**src/rtl/instr_exec_unit_if.sv**
```systemverilog
// Instruction-in / result-out handshake bundle for instr_exec_unit.
// The master drives instruction words and out_ready. The slave (the unit) drives in_ready and the result.
interface instr_exec_unit_if #(
  parameter int OP_W   = 32,
  parameter int RES_W  = 64,
  parameter int ADDR_W = 5
);
  logic              in_valid;
  logic              in_ready;
  logic [2:0]        in_opcode;
  logic [OP_W-1:0]   in_op_a;
  logic [OP_W-1:0]   in_op_b;
  logic [ADDR_W-1:0] in_tag;
  logic              out_valid;
  logic              out_ready;
  logic [RES_W-1:0]  out_result;
  logic [ADDR_W-1:0] out_tag;
  logic              out_err;

  modport master (
    output in_valid, in_opcode, in_op_a, in_op_b, in_tag, out_ready,
    input  in_ready, out_valid, out_result, out_tag, out_err
  );

  modport slave (
    input  in_valid, in_opcode, in_op_a, in_op_b, in_tag, out_ready,
    output in_ready, out_valid, out_result, out_tag, out_err
  );
endinterface

```
**src/rtl/instr_exec_unit.sv**
```systemverilog
// Execution stage: single-cycle ALU/multiply plus an iterative restoring divider for DIV/MOD.
// A word moves on either port at a rising edge where valid && ready. valid and payload hold until that edge.
module instr_exec_unit #(
  parameter int OP_W   = 32,
  parameter int RES_W  = 64,
  parameter int ADDR_W = 5
) (
  input  logic              clk,
  input  logic              reset_n,
  instr_exec_unit_if.slave  bus,
  output logic              dbg_state
);
  typedef enum logic {IDLE = 1'b0, DIVIDE = 1'b1} state_t;

  localparam int             CNT_W = $clog2(OP_W);
  localparam logic [CNT_W-1:0] LAST = CNT_W'(OP_W - 1);

  localparam logic [2:0] OP_ZERO  = 3'd0;
  localparam logic [2:0] OP_PASSA = 3'd1;
  localparam logic [2:0] OP_PASSB = 3'd2;
  localparam logic [2:0] OP_ADD   = 3'd3;
  localparam logic [2:0] OP_SUB   = 3'd4;
  localparam logic [2:0] OP_MULT  = 3'd5;
  localparam logic [2:0] OP_DIV   = 3'd6;
  localparam logic [2:0] OP_MOD   = 3'd7;

  state_t            state, state_next;
  logic              accept, start_div, div_done;
  logic              is_div_op, b_zero;
  logic [RES_W-1:0]  a_ext, b_ext, sc_result;
  logic              sc_err;
  logic [OP_W-1:0]   mag_a, mag_b;

  logic [CNT_W-1:0]  cnt;
  logic [OP_W-1:0]   dvd, dvs, rem;
  logic              neg_q, neg_r, is_mod;
  logic [ADDR_W-1:0] tag_q;
  logic [OP_W:0]     rem_shift, trial;
  logic [OP_W-1:0]   q_step, r_step;
  logic [RES_W-1:0]  q_ext, r_ext, div_result;

  assign a_ext     = {{(RES_W-OP_W){bus.in_op_a[OP_W-1]}}, bus.in_op_a};
  assign b_ext     = {{(RES_W-OP_W){bus.in_op_b[OP_W-1]}}, bus.in_op_b};
  assign is_div_op = (bus.in_opcode == OP_DIV) || (bus.in_opcode == OP_MOD);
  assign b_zero    = (bus.in_op_b == '0);
  assign mag_a     = bus.in_op_a[OP_W-1] ? (~bus.in_op_a) + OP_W'(1) : bus.in_op_a;
  assign mag_b     = bus.in_op_b[OP_W-1] ? (~bus.in_op_b) + OP_W'(1) : bus.in_op_b;
  assign dbg_state = state;

  always_comb begin
    sc_result = '0;
    sc_err    = 1'b0;
    case (bus.in_opcode)
      OP_ZERO:  sc_result = '0;
      OP_PASSA: sc_result = a_ext;
      OP_PASSB: sc_result = b_ext;
      OP_ADD:   sc_result = a_ext + b_ext;
      OP_SUB:   sc_result = a_ext - b_ext;
      OP_MULT:  sc_result = a_ext * b_ext;
      // DIV/MOD only take this path when the divisor is zero
      default:  sc_err    = 1'b1;
    endcase
  end

  always_ff @(posedge clk or negedge reset_n) begin
    if (!reset_n) state <= IDLE;
    else          state <= state_next;
  end

  always_comb begin
    state_next   = state;
    bus.in_ready = 1'b0;
    accept       = 1'b0;
    start_div    = 1'b0;
    div_done     = 1'b0;
    case (state)
      IDLE: begin
        bus.in_ready = reset_n && (!bus.out_valid || bus.out_ready);
        accept       = bus.in_ready && bus.in_valid;
        if (accept && is_div_op && !b_zero) begin
          start_div  = 1'b1;
          state_next = DIVIDE;
        end
      end
      DIVIDE: begin
        if (cnt == LAST) begin
          div_done   = 1'b1;
          state_next = IDLE;
        end
      end
      default: state_next = IDLE;
    endcase
  end

  // One restoring step on magnitudes: shift in the next dividend bit, subtract if it fits.
  assign rem_shift  = {rem, dvd[OP_W-1]};
  assign trial      = rem_shift - {1'b0, dvs};
  assign r_step     = trial[OP_W] ? rem_shift[OP_W-1:0] : trial[OP_W-1:0];
  assign q_step     = {dvd[OP_W-2:0], ~trial[OP_W]};
  assign q_ext      = {{(RES_W-OP_W){1'b0}}, q_step};
  assign r_ext      = {{(RES_W-OP_W){1'b0}}, r_step};
  assign div_result = is_mod ? (neg_r ? -r_ext : r_ext) : (neg_q ? -q_ext : q_ext);

  always_ff @(posedge clk or negedge reset_n) begin
    if (!reset_n) begin
      cnt    <= '0;
      dvd    <= '0;
      dvs    <= '0;
      rem    <= '0;
      neg_q  <= 1'b0;
      neg_r  <= 1'b0;
      is_mod <= 1'b0;
      tag_q  <= '0;
    end else if (start_div) begin
      cnt    <= '0;
      dvd    <= mag_a;
      dvs    <= mag_b;
      rem    <= '0;
      neg_q  <= bus.in_op_a[OP_W-1] ^ bus.in_op_b[OP_W-1];
      neg_r  <= bus.in_op_a[OP_W-1];
      is_mod <= (bus.in_opcode == OP_MOD);
      tag_q  <= bus.in_tag;
    end else if (state == DIVIDE) begin
      cnt <= cnt + CNT_W'(1);
      dvd <= q_step;
      rem <= r_step;
    end
  end

  always_ff @(posedge clk or negedge reset_n) begin
    if (!reset_n) begin
      bus.out_valid  <= 1'b0;
      bus.out_result <= '0;
      bus.out_tag    <= '0;
      bus.out_err    <= 1'b0;
    end else if (accept && !start_div) begin
      bus.out_valid  <= 1'b1;
      bus.out_result <= sc_result;
      bus.out_tag    <= bus.in_tag;
      bus.out_err    <= sc_err;
    end else if (div_done) begin
      bus.out_valid  <= 1'b1;
      bus.out_result <= div_result;
      bus.out_tag    <= tag_q;
      bus.out_err    <= 1'b0;
    end else if (bus.out_ready) begin
      bus.out_valid  <= 1'b0;
    end
  end
endmodule

```
**src/flat_wrapper.sv**
```systemverilog
// flat-port wrapper written by rule: the top's interface ports become plain ports
module instr_exec_unit_flat 
#(
  parameter int OP_W   = 32,
  parameter int RES_W  = 64,
  parameter int ADDR_W = 5
)
  (clk, reset_n, dbg_state, bus_in_valid, bus_in_opcode, bus_in_op_a, bus_in_op_b, bus_in_tag, bus_out_ready, bus_in_ready, bus_out_valid, bus_out_result, bus_out_tag, bus_out_err);
  instr_exec_unit_if #(.OP_W(OP_W), .RES_W(RES_W), .ADDR_W(ADDR_W)) bus_i ();
  input  logic clk;
  input  logic reset_n;
  output logic dbg_state;
  input wire logic [$bits(bus_i.in_valid)-1:0] bus_in_valid;
  input wire logic [$bits(bus_i.in_opcode)-1:0] bus_in_opcode;
  input wire logic [$bits(bus_i.in_op_a)-1:0] bus_in_op_a;
  input wire logic [$bits(bus_i.in_op_b)-1:0] bus_in_op_b;
  input wire logic [$bits(bus_i.in_tag)-1:0] bus_in_tag;
  input wire logic [$bits(bus_i.out_ready)-1:0] bus_out_ready;
  output wire logic [$bits(bus_i.in_ready)-1:0] bus_in_ready;
  output wire logic [$bits(bus_i.out_valid)-1:0] bus_out_valid;
  output wire logic [$bits(bus_i.out_result)-1:0] bus_out_result;
  output wire logic [$bits(bus_i.out_tag)-1:0] bus_out_tag;
  output wire logic [$bits(bus_i.out_err)-1:0] bus_out_err;
  assign bus_i.in_valid = bus_in_valid;
  assign bus_i.in_opcode = bus_in_opcode;
  assign bus_i.in_op_a = bus_in_op_a;
  assign bus_i.in_op_b = bus_in_op_b;
  assign bus_i.in_tag = bus_in_tag;
  assign bus_i.out_ready = bus_out_ready;
  assign bus_in_ready = bus_i.in_ready;
  assign bus_out_valid = bus_i.out_valid;
  assign bus_out_result = bus_i.out_result;
  assign bus_out_tag = bus_i.out_tag;
  assign bus_out_err = bus_i.out_err;
  instr_exec_unit #(.OP_W(OP_W), .RES_W(RES_W), .ADDR_W(ADDR_W)) u_core (.clk(clk), .reset_n(reset_n), .bus(bus_i), .dbg_state(dbg_state));
endmodule
```
**config.mk**
```make
export PLATFORM = sky130hd
export DESIGN_NAME = instr_exec_unit_flat
export DESIGN_NICKNAME = d
export VERILOG_FILES = /design/src/rtl/instr_exec_unit_if.sv /design/src/rtl/instr_exec_unit.sv /design/src/flat_wrapper.sv
export SDC_FILE = /design/constraint.sdc
export NUM_CORES = 2
export LEC_CHECK = 0
export CORE_ASPECT_RATIO = 1.5
export CORE_UTILIZATION = 60
export CTS_CLUSTER_DIAMETER = 40
export CTS_CLUSTER_SIZE = 30
export DETAILED_ROUTE_END_ITERATION = 12
export GPL_TIMING_DRIVEN = 1
export PLACE_DENSITY = 0.81
export SYNTH_ARGS = -nofsm -noshare
export SYNTH_HDL_FRONTEND = slang
export SYNTH_SLANG_ARGS = --single-unit
```
**constraint.sdc**
```tcl
create_clock -name clk -period 5.53 [get_ports clk]
set_input_delay 1.659 -clock clk [delete_from_list [all_inputs] [get_ports clk]]
set_output_delay 1.659 -clock clk [all_outputs]
set_load 0.01 [all_outputs]
```
==> results of run 1 <==
logic make-up after synthesis:
logic type | share of synthesized area (%)
xor+xnor | 3.37
buf+inv | 10.5
fa+ha+maj | 47.1
flops | 8.43
compound gates | 12.3
simple gates | 17.2
mux | 1.10
routing by layer:
| metal | overflow | global-route usage [%] |
|---|---|---|
| met1 | 10 | 67.0 |
| met2 | 133 | 88.8 |
| met3 | 12 | 45.2 |
| met4 | 94 | 68.5 |
| met5 | 0 | 24.0 |
cell usage after synthesis (all sizes together) (46+ instances only):
cell	number
and2	457
nand3	74
o21ai	276
nor3	50
a21oi	284
buf	62
nand2	727
a31oi	49
xor2	83
fa	1085
a21o	51
dfrtp	181
inv	1083
o31ai	46
ha	289
xnor2	124
clkbuf	339
mux2i	51
nor2	370
metrics by stage:
stage | setup slack, ns | setup TNS [ns] | hold WS, ns | utilization [%]
2_1_floorplan | -3.47 | -138.37 | 0.443 | -
3_3_place_gp | -4.42 | -259.14 | 0.459 | 72.0
3_5_place_dp | -4.50 | -266.35 | 0.463 | 72.0
4_1_cts | -3.13 | -150.35 | 0.483 | 79.2
repair_timing:
action                                  in CTS
gates resized for setup                    966
pin swaps                                  414
hold buffers                                 0
gates cloned                                58
endpoints found under the setup margin      97
buffers inserted                           198
==> reports/qor.yml, run 1 <==
synth:
  yosysSeqAreaShare_pct: 8.43
  yosys.area.top_type: "fa_1"
  async_flop_share_pct: 100
  yosysTopAreaCellShare_pct: 40.4
  yosys_warnings: 0
  synth_cell_types: 94
  syn-num-nets: 7711
  synthCells: 6261
  synth.area.top_cells: "fa_1, dfrtp_1, inv_1"
  avgSynthCellArea_um2: 8.59
  ys_seq_elements: 181
  synth_area_um2: 53800
  synth_edf_count: 0
  ys.flop_type: "dfrtp_1"
placed_design:
  port_buffers: 148
  place_inst: 8097
  postPlaceCellArea_um2: 64000
  routabilityCongestion: 1.04
  dp_hpwl_mm: 172
clock_network:
  cts.sink_count: 181
  cts_buffers: 17
  cts_max_path_buffers: 2
  root_buffer: "clkbuf_16"
  cts_max_level: 4
die:
  die_w_um: 246
  rows: 134
  ioPinCount: 149
  start_util_pct: 60.5
  dieHeight_um: 369
grt:
  grt_pass1_vias: 64802
  grt_usage_pct: 67.6
  grt_max_degree: 63
  grt_pass1_wl_mm: 443
  grt_overflow: 249
status:
  firstError: "[ERROR GRT-0116] Global routing finished with congestion. Check the congestion regions in the DRC Viewer."
  haltStage: "global routing"
  status: "did not finish"
==> run 2: changes to the inputs <==
--- a/config.mk
+++ b/config.mk
@@ -5,13 +5,10 @@
 export SDC_FILE = /design/constraint.sdc
 export NUM_CORES = 2
 export LEC_CHECK = 0
-export CORE_ASPECT_RATIO = 1.5
-export CORE_UTILIZATION = 60
-export CTS_CLUSTER_DIAMETER = 40
-export CTS_CLUSTER_SIZE = 30
+export CORE_UTILIZATION = 40
 export DETAILED_ROUTE_END_ITERATION = 12
 export GPL_TIMING_DRIVEN = 1
-export PLACE_DENSITY = 0.81
+export PLACE_DENSITY_LB_ADDON = 0.15
 export SYNTH_ARGS = -nofsm -noshare
 export SYNTH_HDL_FRONTEND = slang
 export SYNTH_SLANG_ARGS = --single-unit
==> constraint.sdc (replaced) <==
create_clock -name clk -period 7.2 [get_ports clk]
set_input_delay 2.16 -clock clk [delete_from_list [all_inputs] [get_ports clk]]
set_output_delay 2.16 -clock clk [all_outputs]
set_load 0.01 [all_outputs]
==> run 2 against run 1 <==
Net effect:
- the flow now finishes, with violations (setup timing)
- synthesized area stayed put
- synthesized cell count is the same
==> reports/qor.yml, run 2 <==
grt:
  grt_overflow: 0
  grt_use_met2_pct: 52.4
  grt_max_degree: 90
  grt_usage_pct: 32.0
  grt_antenna_before_repair: 15
  grt_pass1_wl_mm: 324
  busiest_layer: "met2"
  grtUsageMet3_pct: 4.10
  grtUsageMet1_pct: 43.2
  grt_pass1_vias: 50350
placed_design:
  routabilityCongestion: 0.949  # was 1.04
  port_buffers: 148  # unchanged
  dp_hpwl_mm: 169  # was 172 mm
die:
  core_area_um2: 133000
  rows: 134  # unchanged
  die_w_um: 369  # was 246 µm
  start_util_pct: 40.3  # was 60.5%
  dieHeight_um: 369  # unchanged
  die_area_um2: 136000
  ioPinCount: 149  # unchanged
synth:
  synth_cell_types: 94  # unchanged
  async_flop_share_pct: 100  # unchanged
  ys.flop_type: "dfrtp_1"  # unchanged
  yosysSeqAreaShare_pct: 8.43  # unchanged
  synth_common_cells: "fa_1, inv_1, nand2_1, and2_1, nor2_1"  # unchanged
  synth.area.top_cells: "fa_1, dfrtp_1, inv_1"  # unchanged
  synthCells: 6261  # unchanged
  avgSynthCellArea_um2: 8.59  # unchanged
  synth_edf_count: 0  # unchanged
  synth_area_um2: 53800  # unchanged
  yosysTopAreaCellShare_pct: 40.4  # unchanged
  yosys.area.top_type: "fa_1"  # unchanged
  ys_seq_elements: 181  # unchanged
  yosys.cell_count.top_type: "fa_1"  # unchanged
  syn-num-nets: 7711  # unchanged
  yosys_warnings: 0  # unchanged
sta:
  rsz0062_at_grt: "yes"
  fmaxAchievable_ghz: 0.109
  hold_viol: 0
  min_period_ns: 9.17
  setup-tns-final_ns: -84.23
  slew_headroom_pct: 10.5
  slew_viol_final: 0
  skew_ns: 0.0149
  tightest_slew_ns: 1.34
  finalWorstSetupSlack_ns: -1.97
  setup_violations: 55
  period_share_pct: 127
status:
  status: "complete, but fails checks"  # was did not finish
  violations: "setup timing"
worst_setup_path:
  cp-start-kind: "input port"
  crit_type: "input port to register"
  endpoint_kind: "register"
  crit_required_ns: 7.59
  crit_arrival_ns: 9.56
  crit_fanout: 5
finish:
  nNetsFinal: 8376
  final_common_cell: "inv_1"
  syn_to_final_growth_pct: 27.0
  drive_above_1_share_pct: 22.2
  final-seq-area_um2: 4530
  regMostFlops: "u_core.bus.out_result"
  multi_input_area_um2: 46300
  nFillCells: 12688
  largest_register_ff_count: 64
  final_cell_mix: "inv_1, fa_1, buf_4, nand2_1, and2_1"
clock_network:
  clock_latency_ns: 0.46
  cts_buffers: 17  # unchanged
  root_buffer: "clkbuf_16"  # unchanged
  tritoncts: "yes"
  clk_pin_slew_ns: 0.08
  cts_max_level: 4  # unchanged
  cts_max_path_buffers: 2  # unchanged
  cts.sink_count: 181  # unchanged
routing:
  drtIter0Drc: 4067
  ant_nets: 0
  firstDrtPassIters: 7
  wl_mm: 216
  via_per_inst: 5.51
  drc: 0
  vias: 48019
  wl_per_cell_um: 24.8
job:
  cap_viol_max_count: 0
worst_hold_path:
  hp-class: "register to register"
==> run 2: cell counts after synthesis <==
Identical to the previous run, type by type.
==> run 2: cell families after synthesis <==
| kind of cell | synth area share [%] |
|---|---|
| compound gates | 12.3 |
| xor+xnor | 3.37 |
| fa+ha+maj | 47.1 |
| buf+inv | 10.5 |
| flops | 8.43 |
| mux | 1.10 |
| simple gates | 17.2 |
==> run 2: routing by layer <==
layer	wire [µm]	vias to the layer above
met5	39	-
met4	9190	6
met3	16000	367
met2	101000	1818
met1	89600	24768
li1	-	21060
==> run 2: final timing paths <==
path	startpoint	endpoint	slack [ns]	cells after the start
setup / recovery	bus_in_op_a[31]	u_core.bus.out_result[56]	-1.97	28
hold / removal	u_core.tag_q[4]	u_core.tag_q[4]	0.48	2
setup reg to reg	u_core.dvd[31]	u_core.bus.out_result[62]	0.68	24
hold reg to reg	u_core.tag_q[4]	u_core.tag_q[4]	0.48	2
max in group asynchronous	reset_n	u_core.bus.out_result[40]	3.39	3
min in group asynchronous	reset_n	u_core.bus.out_result[5]	1.67	1
==> run 2: what timing repair did <==
action | CTS | global route
setup endpoints to repair | 56 | 56
gates resized for setup | 608 | 211
hold buffers | 0 | 0
cloned | 22 | 4
setup buffers | 144 | 25
pin swaps | 282 | 214
==> run 2: metrics by stage <==
step	util, %	setup slack (ns)	area, µm²	std cells	hold slack, ns
after global placement	47.2	-2.94	63000	8512	0.458
final	51.2	-1.97	68300	8717	0.484
after CTS	50.5	-2.02	67400	8690	0.484
after global routing	51.2	-2.13	68300	8714	0.507
after detailed placement	47.2	-3.00	63000	8512	0.463
after floorplan	-	-2.30	55300	6261	0.443
==> run 2: critical path: stages <==
cell,delay (ns)
buf_12,0.13
buf_4,0.16
nand2_4,0.06
inv_2,0.04
fa_2,0.61
fa_1,0.47
fa_2,0.59
buf_12,0.15
fa_2,0.50
buf_4,0.17
buf_6,0.10
fa_1,0.46
fa_1,0.56
fa_1,0.44
fa_1,0.57
ha_4,0.22
a21o_1,0.18
a21oi_1,0.19
o2111ai_2,0.15
a21oi_2,0.18
a21oi_4,0.08
a21o_1,0.20
o41a_1,0.44
buf_4,0.18
a21oi_2,0.12
mux2i_1,0.19
o21ai_1,0.09
a21oi_1,0.15
==> run 2: final cells by class <==
class                           instances  area share (%)
Antenna cell                           10          0.0366
Clock buffer                           17           0.623
Clock inverter                         15           0.231
Inverter                             1087            6.07
Multi-Input combinational cell       4592            67.8
Sequential cell                       181            6.63
Tap cell                             1768            3.24
Timing Repair Buffer                 1046            15.4
Timing Repair inverter                  1          0.0440
Power of run 2 is left out: the tool's default activity adds up to more than one toggle a clock period on the data nets, which glitch-free logic cannot reach.
